[src/rtl/stall_ctrl.sv]
// stall_ctrl: central stall controller for the five-stage MIPS pipeline.
// Detects forwarding-unsatisfiable data hazards and sequences the MDU busy window.
module stall_ctrl #(
    parameter int unsigned MULT_CYCLES = 5,
    parameter int unsigned DIV_CYCLES  = 10
) (
    input  logic        clk,
    input  logic        reset,
    input  logic [4:0]  D_rs,
    input  logic [4:0]  D_rt,
    input  logic [1:0]  D_Tuse_rs,
    input  logic [1:0]  D_Tuse_rt,
    input  logic        D_MD,
    input  logic [4:0]  E_A3,
    input  logic [1:0]  E_Tnew,
    input  logic [4:0]  M_A3,
    input  logic [1:0]  M_Tnew,
    input  logic        E_Start,
    input  logic        E_IsDiv,
    output logic        stall,
    output logic        PC_en,
    output logic        FD_en,
    output logic        DE_clr,
    output logic        md_busy,
    output logic        md_done,
    output logic [3:0]  md_cnt,
    output logic [31:0] stall_total
);

    localparam logic [3:0] MultLoad = 4'(MULT_CYCLES);
    localparam logic [3:0] DivLoad  = 4'(DIV_CYCLES);
    localparam logic [1:0] TuseNone = 2'd3;

    logic [3:0]  md_cnt_q, md_cnt_d;
    logic        md_done_q, md_done_d;
    logic [31:0] stall_total_q, stall_total_d;
    logic        rs_hz, rt_hz, md_hz;

    // A producer blocks an operand only if it writes that register and its
    // result becomes forwardable later than the consumer needs it.
    function automatic logic prod_hz(input logic [4:0] src, input logic [1:0] tuse,
                                     input logic [4:0] a3, input logic [1:0] tnew);
        return (a3 != 5'd0) && (src == a3) && (tuse < tnew);
    endfunction

    always_comb begin
        rs_hz = (D_Tuse_rs != TuseNone) &&
                (prod_hz(D_rs, D_Tuse_rs, E_A3, E_Tnew) ||
                 prod_hz(D_rs, D_Tuse_rs, M_A3, M_Tnew));
        rt_hz = (D_Tuse_rt != TuseNone) &&
                (prod_hz(D_rt, D_Tuse_rt, E_A3, E_Tnew) ||
                 prod_hz(D_rt, D_Tuse_rt, M_A3, M_Tnew));
    end

    assign md_busy = (md_cnt_q != 4'd0);
    assign md_hz   = D_MD && (E_Start || md_busy);
    assign stall   = rs_hz || rt_hz || md_hz;
    assign PC_en   = ~stall;
    assign FD_en   = ~stall;
    assign DE_clr  = stall;

    always_comb begin
        md_cnt_d = md_cnt_q;
        // A start while the unit is still occupied is ignored, never reloaded.
        if (E_Start && (md_cnt_q == 4'd0)) begin
            md_cnt_d = E_IsDiv ? DivLoad : MultLoad;
        end else if (md_cnt_q != 4'd0) begin
            md_cnt_d = md_cnt_q - 4'd1;
        end

        md_done_d = (md_cnt_q == 4'd1);

        stall_total_d = stall_total_q;
        if (stall && (stall_total_q != 32'hFFFF_FFFF)) begin
            stall_total_d = stall_total_q + 32'd1;
        end
    end

    always_ff @(posedge clk) begin
        if (reset) begin
            md_cnt_q      <= 4'd0;
            md_done_q     <= 1'b0;
            stall_total_q <= 32'd0;
        end else begin
            md_cnt_q      <= md_cnt_d;
            md_done_q     <= md_done_d;
            stall_total_q <= stall_total_d;
        end
    end

    assign md_cnt      = md_cnt_q;
    assign md_done     = md_done_q;
    assign stall_total = stall_total_q;

endmodule

[config.mk]
export PLATFORM = sky130hd
export DESIGN_NAME = stall_ctrl
export DESIGN_NICKNAME = d
export VERILOG_FILES = /design/src/rtl/stall_ctrl.sv
export SDC_FILE = /design/constraint.sdc
export NUM_CORES = 1
export LEC_CHECK = 0
export BUFFER_PORTS_ARGS = -buffer_cell sky130_fd_sc_hd__buf_2
export CAP_MARGIN = 5
export CORE_ASPECT_RATIO = 0.5
export CORE_MARGIN = 4
export CORE_UTILIZATION = 51
export CTS_CLUSTER_SIZE = 8
export DETAILED_ROUTE_END_ITERATION = 16
export PLACE_DENSITY = 0.82
export SYNTH_ARGS = -nofsm -noshare
export SYNTH_HDL_FRONTEND = slang
export SYNTH_SLANG_ARGS = --single-unit
[constraint.sdc]
create_clock -name clk -period 3.3 [get_ports clk]
set_clock_uncertainty 0.2 [all_clocks]
set_input_delay 0.66 -clock clk [delete_from_list [all_inputs] [get_ports clk]]
set_output_delay 0.66 -clock clk [all_outputs]
set_load 0.05 [all_outputs]
==> summary.md <==
| Metric | Value |
|---|---|
| Top cells by area, synth | `dfxtp_1 (31%), a21oi_1 (6.5%), xor2_1 (4.8%)` |
| Crit Path Max Fanout | `10` |
| TritonCTS buffer count | `5` |
| Largest net degree at the start of global routing | `45` |
| Die area | `5910 um^2` |
| Synth cell types | `41` |
| GRT Util Overall | `between 20% and 30%` |
| Initial DRC count | `131` |
| Total Negative Setup Slacks | `0 ns` |
| Die Wd | `between 100 and 150 um` |
| Highest cell delay on the worst timing path | `0.34 ns` |
| Cts repair resizes | `0` |
| Bufs and invs on worst path | `3` |
| DP Wirelength | `roughly 4600 um` |
| Peak VDD IR | `0.406 mV` |
| Most frequent cell after synthesis | `dfxtp_1` |
| Syn_nets | `332` |
| First-pass GRT wire length | `10500 um` |
| Starting Density | `53.5%` |
| P_leak | `1.17 nW` |
| ANT cells | `0` |
| Vias in the first global route | `2410` |
| Grt met3 use | `5.40%` |
| Vias | `2472` |
| Grt ovf | `0` |
| Die extent in y | `56.4 um` |
| Input/output buffers | `74` |
| Dominant register cell in the synthesized netlist | `dfxtp_1` |
| Clk sinks | `37` |
| Clk slew on worst S/H paths | `0.07 ns` |
| CORE AREA | `4470 um^2` |
| Number of synthesized flops with an enable pin | `0` |
| Seq/Total Area, Yosys | `31.0%` |
| Crit share post-route | `92.3%` |
| Ports | `75` |
| Async set-reset flop share out of synthesis | `0%` |
| Slew headroom | `a little under 50%` |
| Commonest cells in the netlist | `dfxtp_1 (37), a21oi_1 (31), nor2_1 (19), nand2_1 (18), nand4_1 (15)` |
| Post-CTS Hold Buffers | `0` |
| CP dominant cell by count | `buf_2` |
| Status | `complete, no violations` |
| Fin. max-slew vios | `0` |
| Top cell type's share of synthesized area | `31.0%` |
| DRC violations left | `0` |
| WL/cell | `14.7 um` |
| Critical path required time | `between 2 and 2.5 ns` |
| Avg Synthesized Cell Area | `a little over 8 um^2` |
| Kind of end point of the critical path | `output pin` |
| Global route hottest layer | `met2` |
| Tot Pwr | `1.33 mW` |
| Clock latency on the worst-skew pair | `0.29 ns` |
| RSZ-0062 raised after global routing | `no` |
| Post-CTS Setup Bufs | `0` |
| Max Buffers Root-to-Sink | `2` |
| FP Rows | `17` |
| Number of max-cap violations | `0` |
| Gpl congestion | `between 0.8 and 0.9` |
| P per Cell Area | `between 400 and 500 nW/um^2` |
| Via/cell ratio | `about 6.0` |
| First-pass DRT Iterations | `4` |
| Final setup fails | `0` |
| Final #Nets | `between 300 and 400` |
| Clk Tree Root Cell | `clkbuf_8` |
| Arrival @ worst endpoint | `2.19 ns` |
| Synth Instances | `291` |
| Antenna viol nets, final | `0` |
| Crit path launch type | `input pin` |
| H-Tree Depth | `2` |
| CP Class | `input pin to output pin` |
| Seq cells post-synth | `37` |
| Crit-path cells | `buf_2, ha_1, o21ai_0, nand4_1, o211ai_1, nor2_4, clkinvlp_4, buf_2` |
| TritonCTS clock tree | `yes` |
| Initial antenna violation count | `0` |
| Post-layout minimum cycle time | `3.05 ns` |
| Hold Crit Class | `register to register` |
| Synth Cell Area | `2390 um^2` |
| Area delta synth->final | `18.3%` |
| Synth area leader | `dfxtp_1` |
| Synth warn | `0` |
| Max Fclk | `approximately 0.33 GHz` |
| Tightest Pin Transition | `0.765 ns` |
| GR Util met2 | `37.0%` |
| CP delay by family, top | `compound AO/OA/AOI/OAI gates` |
| R2r setup slk | `0.76 ns` |
| Final WL | `6080 um` |
| Met1 usage | `24.4%` |
| Share of layout cells above drive strength 1 | `28.6%` |
| Slowest-stage cell, CP | `o211ai_1` |
| Hold Vio Cnt, Final | `0` |
==> flip-flops by register name (all words and copies together), names as in the netlist <==
signal and cells:
md_cnt 4, stall_total 32, md_done 1
==> power by group <==
part	internal, mW	switching (mW)	total [mW]
logic	0.151	0.375	0.525
registers	0.479	0.0359	0.515
clock network	0.139	0.155	0.294
==> logic make-up (layout without fill, tap and decap cells) <==
logic type | Yosys count | in the layout | synth area share, %
adder cells (fa/ha/maj) | 8 | 8 | 4.19
flip-flops | 37 | 37 | 31.0
AO/OA/AOI/OAI | 67 | 67 | 16.8
XOR/XNOR | 22 | 22 | 8.06
multiplexers | 6 | 6 | 2.83
buffers and inverters | 24 | 90 | 6.07
AND/OR/NAND/NOR | 127 | 127 | 31.0
==> per-layer routing <==
metal  wire length, um  up-vias  part of all wire [%]
li1                  -     1210                     -
met5                 0        -                     0
met4                67        0                   1.1
met1              2570     1152                    42
met2              2940      103                    48
met3               500        7                   8.2
==> cell type report <==
cell class,count,area [um^2]
Fill cell,422,1640
Clock buffer,5,68.8
Multi-Input combinational cell,230,1520
Clock inverter,1,5.00
Sequential cell,37,743
Tap cell,57,71.3
Inverter,8,33.8
Timing Repair Buffer,76,385
==> worst paths after layout <==
| kind | start | endpoint | depth (start not counted) |
|---|---|---|---|
| max reg2reg | md_cnt[1]$_SDFFE_PP0P_ | stall_total[17]$_SDFFE_PP0P_ | 9 |
| min reg2reg | stall_total[26]$_SDFFE_PP0P_ | stall_total[26]$_SDFFE_PP0P_ | 2 |
| min | stall_total[26]$_SDFFE_PP0P_ | stall_total[26]$_SDFFE_PP0P_ | 2 |
| max | D_Tuse_rs[1] | DE_clr | 8 |
==> layout by cell type, fill, tap and decap left out, types with 4 or more instances in the layout <==
master / Yosys / layout
nand4_1: 15 / 15
buf_2: 2 / 74
mux2_2: 6 / 6
xnor2_1: 9 / 9
nand2b_1: 4 / 4
o31ai_1: 12 / 12
nor3_1: 6 / 6
or3_1: 11 / 11
xor2_1: 13 / 13
or4_1: 13 / 13
nor2b_1: 5 / 5
inv_1: 8 / 7
dfxtp_1: 37 / 35
and3_1: 6 / 6
nor4_1: 5 / 5
nand2_1: 18 / 17
o21ai_0: 13 / 13
nand3_1: 12 / 12
ha_1: 8 / 8
clkbuf_8: 0 / 5
nor2_1: 19 / 18
a211oi_1: 5 / 5
a21oi_1: 31 / 31
==> per-stage QoR <==
step                      area (um^2)  hold WS, ns  utilization (%)  setup WS [ns]  std cells
final                            2830        0.299             63.3          0.254        414
after global routing             2830        0.329             63.3          0.119        414
after CTS                        2830        0.303             63.3          0.256        414
after detailed placement         2750        0.291             61.6          0.227        408
after global placement           2750        0.279             61.6          0.338        408
after floorplan                  2420        0.438                -         0.0519        291
==> worst register-to-register path, cell delays in order (launching register included) <==
cell and delay (ns):
dfxtp_2 0.32, inv_1 0.12, ha_1 0.25, nand2_4 0.09
o21ai_0 0.20, o211ai_1 0.20, nor2_4 0.31, buf_4 0.33
nor3_1 0.13, mux2_2 0.28
Note: power is estimated with default switching activity, not from simulation.
